File: config.mk
export PLATFORM = sky130hd
export DESIGN_NAME = aes_round_seq_flat
export DESIGN_NICKNAME = d
export VERILOG_FILES = /design/src/rtl/aes_round_seq_if.sv /design/src/rtl/aes_round_seq.sv /design/src/flat_wrapper.sv
export SDC_FILE = /design/constraint.sdc
export NUM_CORES = 1
export LEC_CHECK = 0
export CAP_MARGIN = 20
export CORE_ASPECT_RATIO = 1.1
export CORE_MARGIN = 3
export CORE_UTILIZATION = 40
export CTS_BUF_LIST = sky130_fd_sc_hd__clkbuf_16
export DETAILED_ROUTE_END_ITERATION = 8
export PLACE_DENSITY = 0.65
export SETUP_SLACK_MARGIN = 0.15
export SLEW_MARGIN = 20
export SYNTH_ARGS = -nofsm -noshare
export SYNTH_HDL_FRONTEND = slang
export SYNTH_SLANG_ARGS = --single-unit
File: constraint.sdc
create_clock -name clk -period 3.21 [get_ports clk]
set_input_delay 0.642 -clock clk [delete_from_list [all_inputs] [get_ports clk]]
set_output_delay 0.642 -clock clk [all_outputs]
set_load 0.01 [all_outputs]
File: src/rtl/aes_round_seq_if.sv
// Control bundle between the AES round sequencer and its surrounding datapath/key schedule.
interface aes_round_seq_if #(
   parameter int unsigned RND_W = 4
);
   logic             start;
   logic             abort;
   logic             hold;
   logic             key_rdy;
   logic             key_req;
   logic             word_vld;
   logic [1:0]       word_idx;
   logic [RND_W-1:0] rnd_cnt;
   logic             init_rnd;
   logic             mix_bypass;
   logic             busy;
   logic             done;

   modport master (
      output start, abort, hold, key_rdy,
      input  key_req, word_vld, word_idx, rnd_cnt, init_rnd, mix_bypass, busy, done
   );

   modport slave (
      input  start, abort, hold, key_rdy,
      output key_req, word_vld, word_idx, rnd_cnt, init_rnd, mix_bypass, busy, done
   );
endinterface

File: src/rtl/aes_round_seq.sv
// AES round sequencer: per round, waits for the round key, then issues the four
// column words to the add-round-key stage; NUM_ROUNDS+1 rounds make up one block.
module aes_round_seq #(
   parameter int unsigned NUM_ROUNDS = 10,
   parameter int unsigned RND_W      = 4
) (
   input  logic           clk,
   input  logic           rst_n,
   aes_round_seq_if.slave bus_io
);

   localparam logic [RND_W-1:0] LAST_RND = RND_W'(NUM_ROUNDS);

   typedef enum logic [1:0] {
      IDLE     = 2'd0,
      KEY_WAIT = 2'd1,
      WORDS    = 2'd2,
      DONE     = 2'd3
   } state_e;

   state_e           state_q, state_d;
   logic [1:0]       word_idx_q, word_idx_d;
   logic [RND_W-1:0] rnd_cnt_q, rnd_cnt_d;
   logic             key_req_q, busy_q, done_q, init_rnd_q, mix_bypass_q;
   logic             word_vld;

   // Next-state logic; abort overrides everything and wipes the counters.
   always_comb begin
      state_d    = state_q;
      word_idx_d = word_idx_q;
      rnd_cnt_d  = rnd_cnt_q;
      word_vld   = 1'b0;

      if (bus_io.abort) begin
         state_d    = IDLE;
         word_idx_d = '0;
         rnd_cnt_d  = '0;
      end else begin
         case (state_q)
            IDLE: begin
               if (bus_io.start) begin
                  state_d    = KEY_WAIT;
                  word_idx_d = '0;
                  rnd_cnt_d  = '0;
               end
            end
            KEY_WAIT: begin
               if (bus_io.key_rdy) state_d = WORDS;
            end
            WORDS: begin
               word_vld = !bus_io.hold;
               if (word_vld) begin
                  word_idx_d = word_idx_q + 2'd1;
                  if (word_idx_q == 2'd3) begin
                     if (rnd_cnt_q == LAST_RND) begin
                        state_d = DONE;
                     end else begin
                        rnd_cnt_d = rnd_cnt_q + RND_W'(1);
                        state_d   = KEY_WAIT;
                     end
                  end
               end
            end
            DONE: begin
               state_d    = IDLE;
               word_idx_d = '0;
               rnd_cnt_d  = '0;
            end
            default: state_d = IDLE;
         endcase
      end
   end

   // State and registered outputs, the latter decoded from the next state.
   always_ff @(posedge clk or negedge rst_n) begin
      if (!rst_n) begin
         state_q      <= IDLE;
         word_idx_q   <= '0;
         rnd_cnt_q    <= '0;
         key_req_q    <= 1'b0;
         busy_q       <= 1'b0;
         done_q       <= 1'b0;
         init_rnd_q   <= 1'b1;
         mix_bypass_q <= 1'b1;
      end else begin
         state_q      <= state_d;
         word_idx_q   <= word_idx_d;
         rnd_cnt_q    <= rnd_cnt_d;
         key_req_q    <= (state_d == KEY_WAIT);
         busy_q       <= (state_d != IDLE);
         done_q       <= (state_d == DONE);
         init_rnd_q   <= (rnd_cnt_d == '0);
         mix_bypass_q <= (rnd_cnt_d == '0) || (rnd_cnt_d == LAST_RND);
      end
   end

   assign bus_io.key_req    = key_req_q;
   assign bus_io.word_vld   = word_vld;
   assign bus_io.word_idx   = word_idx_q;
   assign bus_io.rnd_cnt    = rnd_cnt_q;
   assign bus_io.init_rnd   = init_rnd_q;
   assign bus_io.mix_bypass = mix_bypass_q;
   assign bus_io.busy       = busy_q;
   assign bus_io.done       = done_q;

endmodule
File: src/flat_wrapper.sv
// flat-port wrapper written by rule: the top's interface ports become plain ports
module aes_round_seq_flat 
#(
   parameter int unsigned NUM_ROUNDS = 10,
   parameter int unsigned RND_W      = 4
)
  (clk, rst_n, bus_io_start, bus_io_abort, bus_io_hold, bus_io_key_rdy, bus_io_key_req, bus_io_word_vld, bus_io_word_idx, bus_io_rnd_cnt, bus_io_init_rnd, bus_io_mix_bypass, bus_io_busy, bus_io_done);
  aes_round_seq_if #(.RND_W(RND_W)) bus_io_i ();
  input  logic clk;
  input  logic rst_n;
  input wire logic [$bits(bus_io_i.start)-1:0] bus_io_start;
  input wire logic [$bits(bus_io_i.abort)-1:0] bus_io_abort;
  input wire logic [$bits(bus_io_i.hold)-1:0] bus_io_hold;
  input wire logic [$bits(bus_io_i.key_rdy)-1:0] bus_io_key_rdy;
  output wire logic [$bits(bus_io_i.key_req)-1:0] bus_io_key_req;
  output wire logic [$bits(bus_io_i.word_vld)-1:0] bus_io_word_vld;
  output wire logic [$bits(bus_io_i.word_idx)-1:0] bus_io_word_idx;
  output wire logic [$bits(bus_io_i.rnd_cnt)-1:0] bus_io_rnd_cnt;
  output wire logic [$bits(bus_io_i.init_rnd)-1:0] bus_io_init_rnd;
  output wire logic [$bits(bus_io_i.mix_bypass)-1:0] bus_io_mix_bypass;
  output wire logic [$bits(bus_io_i.busy)-1:0] bus_io_busy;
  output wire logic [$bits(bus_io_i.done)-1:0] bus_io_done;
  assign bus_io_i.start = bus_io_start;
  assign bus_io_i.abort = bus_io_abort;
  assign bus_io_i.hold = bus_io_hold;
  assign bus_io_i.key_rdy = bus_io_key_rdy;
  assign bus_io_key_req = bus_io_i.key_req;
  assign bus_io_word_vld = bus_io_i.word_vld;
  assign bus_io_word_idx = bus_io_i.word_idx;
  assign bus_io_rnd_cnt = bus_io_i.rnd_cnt;
  assign bus_io_init_rnd = bus_io_i.init_rnd;
  assign bus_io_mix_bypass = bus_io_i.mix_bypass;
  assign bus_io_busy = bus_io_i.busy;
  assign bus_io_done = bus_io_i.done;
  aes_round_seq #(.NUM_ROUNDS(NUM_ROUNDS), .RND_W(RND_W)) u_core (.clk(clk), .rst_n(rst_n), .bus_io(bus_io_i));
endmodule
* Yosys cells after proc, flatten, opt, wreduce, memory -nomap -nowiden
Index checks and enable logic that the tools add are counted.
Storage, ports and cells: flip-flop bits (word level) 13, memory bits (read-only) 0, latch bits 0, memories kept 0, logic and storage cells 46, input port bits 6, output and inout bits 12, memory bits (writable) 0
Cells by class: equality and inequality tests 10, multiply operators 0, $add $sub $neg 2, bitwise gates (word level) 0, divide/modulo/power cells 0, mux-type cells 19, order comparisons 0, reductions and logical operators 7, shift operators 0
Operators by type and width (number):
- 2-to-1 mux 4 bit | 5
- 2-to-1 mux 2 bit | 9
- one-hot mux 4 bit (3 select lines) | 1
- == test 2 bit, second input constant | 4
- == test 4 bit, second input constant | 2
- one-hot mux 2 bit (4 select lines) | 1
- inequality test 3 bit, second input constant | 2
- one-hot mux 2 bit (3 select lines) | 1
- adder 4 x 1 -> 4 bit, second input constant | 1
- == test 2 x 1 -> 1 bit, second input constant | 2
- zero test 4 bit | 1
- nonzero test 4 bit | 1
- AND reduction 3 bit | 1
- adder 2 x 1 -> 2 bit, second input constant | 1
- zero test 2 bit | 1
- 2-to-1 mux 1 bit | 2
- nonzero test 2 bit | 1
- zero test 1 bit | 1
- logical OR 1 bit | 1

* Depth between registers and ports, before layout
depth in word-level cells 8, depth in mapped cells 8, mapped depth without buffers 8

* Worst setup path before layout
OpenSTA, ideal clock, no wires.
kind register to output, from register u_core.state_q[0], to output port bus_io_word_vld, buffers on the path 1, arrival 1.231 ns, path slack 1.337 ns, stages on the path, launching flop included 5, required time 2.568 ns, cell sequence dfrtp_1 inv_1 ha_1 buf_6 nor3b_1
Between the ends: cells in the longest elaborated chain, start to end 3
RTL lines:
- start: declaration | line aes_round_seq.sv:21 | state_e state_q, state_d;
- start signal: assignment | line aes_round_seq.sv:86 | state_q <= state_d;
- == test 2 bit | line aes_round_seq.sv:39 | case (state_q)
- 2-to-1 mux 1 bit | line aes_round_seq.sv:39
- 2-to-1 mux 1 bit | line aes_round_seq.sv:34 | if (bus_io.abort) begin
- end: declaration | line flat_wrapper.sv:16 | output wire logic [$bits(bus_io_i.word_vld)-1:0] bus_io_word_vld;
No other way between the ends.

* Worst setup path in the final report
from input port bus_io_hold, to output port bus_io_word_vld
Between the ends: cells in the longest elaborated chain, start to end 3
RTL lines:
- start: declaration | line flat_wrapper.sv:13 | input wire logic [$bits(bus_io_i.hold)-1:0] bus_io_hold;
- zero test 1 bit | line aes_round_seq.sv:51 | word_vld = !bus_io.hold;
- 2-to-1 mux 1 bit | line aes_round_seq.sv:39
- 2-to-1 mux 1 bit | line aes_round_seq.sv:34
No other way between the ends.

==> flow_summary.html <==
<table>
<tr><th>Metric</th><th>Value</th></tr>
<tr><th colspan="2">Run status</th></tr>
<tr><td>Outcome</td><td>completed</td></tr>
<tr><th colspan="2">Die</th></tr>
<tr><td>Area inside the core boundary</td><td>1880 sq um</td></tr>
<tr><td>Full die area</td><td>2660 sq um</td></tr>
<tr><td>Chip Height</td><td>53.8 um</td></tr>
<tr><td>Horizontal extent of the die</td><td>49.5 um</td></tr>
<tr><td># rows</td><td>16</td></tr>
<tr><td>Number of top-level pins</td><td>18</td></tr>
<tr><td>Initial core utilization</td><td>0.442</td></tr>
<tr><th colspan="2">Worst setup path</th></tr>
<tr><td>Highest net fanout along the worst path</td><td>6</td></tr>
<tr><td>R2R cell count</td><td>7</td></tr>
<tr><td>Setup slack, reg-to-reg</td><td>1180 ps</td></tr>
<tr><td>Endpoint kind of the worst setup timing path</td><td>output port</td></tr>
<tr><td>Required time at the worst-slack endpoint</td><td>2570 ps</td></tr>
<tr><td>Worst reg2reg startpoint</td><td>u_core.state_q[1]$_DFF_PN0_</td></tr>
<tr><td>Crit path from</td><td>bus_io_hold</td></tr>
<tr><td>Critical path type</td><td>input pin to output port</td></tr>
<tr><td>Worst r2r dst</td><td>u_core.bus_io.mix_bypass$_DFF_PN1_</td></tr>
<tr><td>Arrival time reported for the critical path endpoint</td><td>2130 ps</td></tr>
<tr><td>Critical path startpoint category</td><td>input pin</td></tr>
<tr><th colspan="2">Placement</th></tr>
<tr><td>RD Place Congestion</td><td>0.829</td></tr>
<tr><td>Detail Placement HPWL</td><td>1.39 mm</td></tr>
<tr><td>Count of input and output buffers</td><td>17</td></tr>
<tr><th colspan="2">Clock tree</th></tr>
<tr><td>Clock sink count</td><td>13</td></tr>
<tr><td>Number of buffers added to fix hold violations after cts</td><td>0</td></tr>
<tr><td>Clock insertion delay at the later pin of the skew report</td><td>240 ps</td></tr>
<tr><td>Setup Fix Bufs, Post-CTS</td><td>0</td></tr>
<tr><td>Worst-case clock buffer depth</td><td>2</td></tr>
<tr><td>Number of buffers inserted during clock tree synthesis</td><td>3</td></tr>
<tr><td>Post-CTS Resized</td><td>0</td></tr>
<tr><td>Clock edge transition at the registers on the reported setup and hold paths</td><td>40 ps</td></tr>
<tr><td>Root buffer cell</td><td>sky130_fd_sc_hd__clkbuf_16</td></tr>
<tr><td>CTS tree</td><td>yes</td></tr>
<tr><td>Count of H-tree levels built during CTS</td><td>1</td></tr>
<tr><th colspan="2">GRT</th></tr>
<tr><td>Largest net degree at the start of global routing</td><td>14</td></tr>
<tr><td>Initial antenna violation count</td><td>0</td></tr>
<tr><td>Total congestion overflow after global routing</td><td>0</td></tr>
<tr><td>Global Route Usage Sum</td><td>0.151</td></tr>
<tr><td>Vias in the first global route</td><td>682</td></tr>
<tr><td>Wire length of the first global-routing pass</td><td>2.95 mm</td></tr>
<tr><th colspan="2">Min path</th></tr>
<tr><td>Startpoint of the most critical hold path</td><td>u_core.bus_io.word_idx[1]$_DFFE_PN0P_</td></tr>
<tr><td>Worst hold endpoint</td><td>u_core.bus_io.word_idx[1]$_DFFE_PN0P_</td></tr>
<tr><td>Class of the most critical hold timing path</td><td>flop to flop</td></tr>
<tr><td>Number of cells on the worst hold path</td><td>1</td></tr>
<tr><th colspan="2">Synth</th></tr>
<tr><td>Synth area leader</td><td>sky130_fd_sc_hd__dfrtp_1</td></tr>
<tr><td>Number of nets produced by synthesis</td><td>93</td></tr>
<tr><td>Synth top area cells</td><td>sky130_fd_sc_hd__dfrtp_1, sky130_fd_sc_hd__ha_1, sky130_fd_sc_hd__dfstp_2, sky130_fd_sc_hd__o21ai_0, sky130_fd_sc_hd__inv_1</td></tr>
<tr><td>Part of the Yosys area used for sequential elements</td><td>0.394</td></tr>
<tr><td>Yosys reg bits</td><td>13</td></tr>
<tr><td>Post-synthesis area per instance</td><td>10.3 sq um</td></tr>
<tr><td>Post-Synthesis Cell Area</td><td>832 sq um</td></tr>
<tr><td>Distinct cells, synth</td><td>35</td></tr>
<tr><td>Warnings from Yosys</td><td>0</td></tr>
<tr><td>Area share of the largest cell type after synthesis</td><td>0.331</td></tr>
<tr><td>Instance count of the mapped netlist</td><td>81</td></tr>
<tr><th colspan="2">Detailed routing</th></tr>
<tr><td>Average via count per standard cell</td><td>5.12</td></tr>
<tr><td>Wire length after detailed routing</td><td>1.77 mm</td></tr>
<tr><td>Iteration count of the initial detailed-routing pass</td><td>3</td></tr>
<tr><td>Count of unresolved DRC violations after routing</td><td>0</td></tr>
<tr><td>Via total after detailed routing</td><td>661</td></tr>
<tr><td>Post-detailed-route count of antenna-violating nets</td><td>0</td></tr>
<tr><td>Wire per inst</td><td>13.7 um</td></tr>
<tr><td>DRC violation total after the first TritonRoute iteration</td><td>1</td></tr>
<tr><th colspan="2">STA</th></tr>
<tr><td>Sum of negative setup slack</td><td>0 ps</td></tr>
<tr><td>Fin. Hold Viols</td><td>0</td></tr>
<tr><td>Final-report setup violation count</td><td>0</td></tr>
<tr><td>Highest clock rate</td><td>361 MHz</td></tr>
<tr><td>Worst-case clock skew</td><td>1.05 ps</td></tr>
<tr><td>Fin crit period</td><td>2770 ps</td></tr>
<tr><td>Final period utilization</td><td>0.863</td></tr>
<tr><td>Unrepaired setup endpoints after global routing</td><td>no</td></tr>
<tr><td>Smallest hold slack</td><td>532 ps</td></tr>
<tr><td>Total count of max-transition violations in the final report</td><td>0</td></tr>
<tr><td>Tightest Pin Transition</td><td>556 ps</td></tr>
<tr><td>Max-Slew Margin vs Limit</td><td>0.628</td></tr>
<tr><th colspan="2">Power</th></tr>
<tr><td>Relative contribution of the clock network to total power</td><td>0.332</td></tr>
<tr><td>Worst-case vdd ir drop</td><td>464 uV</td></tr>
<tr><td>Cell Pwr Density</td><td>617 nW/um^2</td></tr>
<tr><td>Combinational cell fraction of total power</td><td>0.368</td></tr>
<tr><td>Switching part of the total</td><td>0.314</td></tr>
<tr><td>Portion of total power attributed to sequential cells</td><td>0.300</td></tr>
<tr><td>Pleak</td><td>0.494 nW</td></tr>
<tr><td>Internal power of the cells</td><td>0.469 mW</td></tr>
<tr><td>Switching power total</td><td>0.214 mW</td></tr>
<tr><th colspan="2">Run</th></tr>
<tr><td>Max-cap viol count</td><td>0</td></tr>
<tr><th colspan="2">Layout</th></tr>
<tr><td>Layout cells sized above 1</td><td>0.176</td></tr>
<tr><td>Final-stage net count</td><td>115</td></tr>
<tr><td>Post-synthesis to final-layout area growth</td><td>33.1%</td></tr>
<tr><td>Antenna cell count</td><td>0</td></tr>
<tr><td>FILL cells</td><td>174</td></tr>
</table>
[layout make-up]
type / count / area (sq um) / area share
clock inverter: 1 / 3.75 / 0.00339
multi-input combinational: 58 / 452 / 0.408
tap: 27 / 33.8 / 0.0305
clock buffer: 3 / 75.1 / 0.0678
inverter: 8 / 30.0 / 0.0271
sequential: 13 / 328 / 0.296
timing repair buffer: 19 / 185 / 0.167
[worst max path at each step]
stage	to	slack (ps)	depth (start not counted)
finish	bus_io_word_vld	440	3
global route	bus_io_word_vld	320	3
CTS	bus_io_word_vld	460	3
detailed placement	bus_io_word_vld	460	3
global placement	bus_io_word_vld	500	3
floorplan	bus_io_word_vld	1340	4
[per-stage QoR]
stage	power [mW]	area [sq um]	instances	utilization	setup slack (ps)
final	0.683	1110	129	0.588	440
after global routing	0.732	1110	129	0.588	320
after CTS	0.689	1110	129	0.588	462
after detailed placement	0.456	1030	125	0.547	461
after global placement	0.452	1030	125	0.547	502
after floorplan	0.382	832	81	-	1340
[critical path: stages]
cell and delay (ps):
sky130_fd_sc_hd__clkdlybuf4s50_1 470, sky130_fd_sc_hd__nor3b_1 400, sky130_fd_sc_hd__clkdlybuf4s50_1 620
[placed cells by master (no fill, tap or decap)]
master                            Yosys  routed
sky130_fd_sc_hd__clkdlybuf4s50_1      0      17
sky130_fd_sc_hd__dfrtp_1             11      11
sky130_fd_sc_hd__inv_1                8       9
sky130_fd_sc_hd__nor2_1               7       7
sky130_fd_sc_hd__o21ai_0              6       6
sky130_fd_sc_hd__ha_1                 6       6
sky130_fd_sc_hd__a21oi_1              4       4
sky130_fd_sc_hd__nand2_1              4       4
sky130_fd_sc_hd__nand2b_1             3       3
sky130_fd_sc_hd__clkbuf_16            0       3
sky130_fd_sc_hd__nand3b_1             2       2
sky130_fd_sc_hd__o211ai_1             2       2
sky130_fd_sc_hd__a211oi_1             2       2
sky130_fd_sc_hd__buf_4                0       2
sky130_fd_sc_hd__dfstp_2              2       2
sky130_fd_sc_hd__and2b_2              1       1
sky130_fd_sc_hd__or2b_2               1       1
sky130_fd_sc_hd__and2_1               1       1
sky130_fd_sc_hd__o21a_1               1       1
sky130_fd_sc_hd__a221o_1              1       1
sky130_fd_sc_hd__and4bb_2             1       1
sky130_fd_sc_hd__nand4b_1             1       1
sky130_fd_sc_hd__a31oi_1              1       1
sky130_fd_sc_hd__nand3b_4             1       1
sky130_fd_sc_hd__nand2b_4             1       1
sky130_fd_sc_hd__or4_4                1       1
sky130_fd_sc_hd__a31oi_4              1       1
sky130_fd_sc_hd__and3b_1              1       1
sky130_fd_sc_hd__o32a_2               1       1
sky130_fd_sc_hd__or2_2                1       1
sky130_fd_sc_hd__nor3_1               1       1
sky130_fd_sc_hd__nor3_2               1       1
sky130_fd_sc_hd__o21ai_1              1       1
sky130_fd_sc_hd__nor3b_2              1       1
sky130_fd_sc_hd__nor3b_1              1       1
sky130_fd_sc_hd__mux2i_1              1       1
sky130_fd_sc_hd__a32o_1               1       1
[registers in the layout, indices dropped and copies added (netlist names)]
signal and cells:
u_core.bus_io.key_req 1, u_core.bus_io.busy 1, u_core.state_q 2, u_core.bus_io.init_rnd 1
u_core.bus_io.word_idx 2, u_core.bus_io.done 1, u_core.bus_io.mix_bypass 1, u_core.bus_io.rnd_cnt 4
[synth_stat cells (all sizes together)]
| library cell | count |
|---|---|
| nor3 | 2 |
| o211ai | 2 |
| or4 | 1 |
| a211oi | 2 |
| o21a | 1 |
| ha | 6 |
| and3b | 1 |
| or2 | 1 |
| o32a | 1 |
| mux2i | 1 |
| a31oi | 2 |
| dfstp | 2 |
| nand2 | 4 |
| o21ai | 7 |
| nand3b | 3 |
| nand4b | 1 |
| and2 | 1 |
| nor3b | 2 |
| dfrtp | 11 |
| and2b | 1 |
| buf | 2 |
| a21oi | 4 |
| nor2 | 7 |
| nand2b | 4 |
| or2b | 1 |
| a32o | 1 |
| inv | 8 |
| and4bb | 1 |
| a221o | 1 |
[logic make-up (layout without fill, tap and decap cells)]
logic type	count (synthesis)	count (layout)	share of synthesized area
adder cells (fa/ha/maj)	6	6	0.0902
AND/OR/NAND/NOR	30	30	0.259
multiplexers	1	1	0.0120
AO/OA/AOI/OAI	21	21	0.182
buffers and inverters	10	31	0.0632
flip-flops	13	13	0.394
[routing by layer]
metal  share of wire  vias up  global-route usage
met5               0        -                   0
met4           0.014        0              0.0691
met3           0.041        4              0.0388
met2            0.50       13               0.288
met1            0.45      315               0.159
li1                -      329                   -
[power groups by stage]
stage	Sequential, mW	Combinational [mW]	Clock [mW]
finish	0.205	0.252	0.227
global route	0.207	0.282	0.242
CTS	0.205	0.253	0.231
detailed placement	0.207	0.250	0
global placement	0.206	0.245	0
floorplan	0.211	0.172	0
Note: power is estimated with default switching activity, not from simulation.
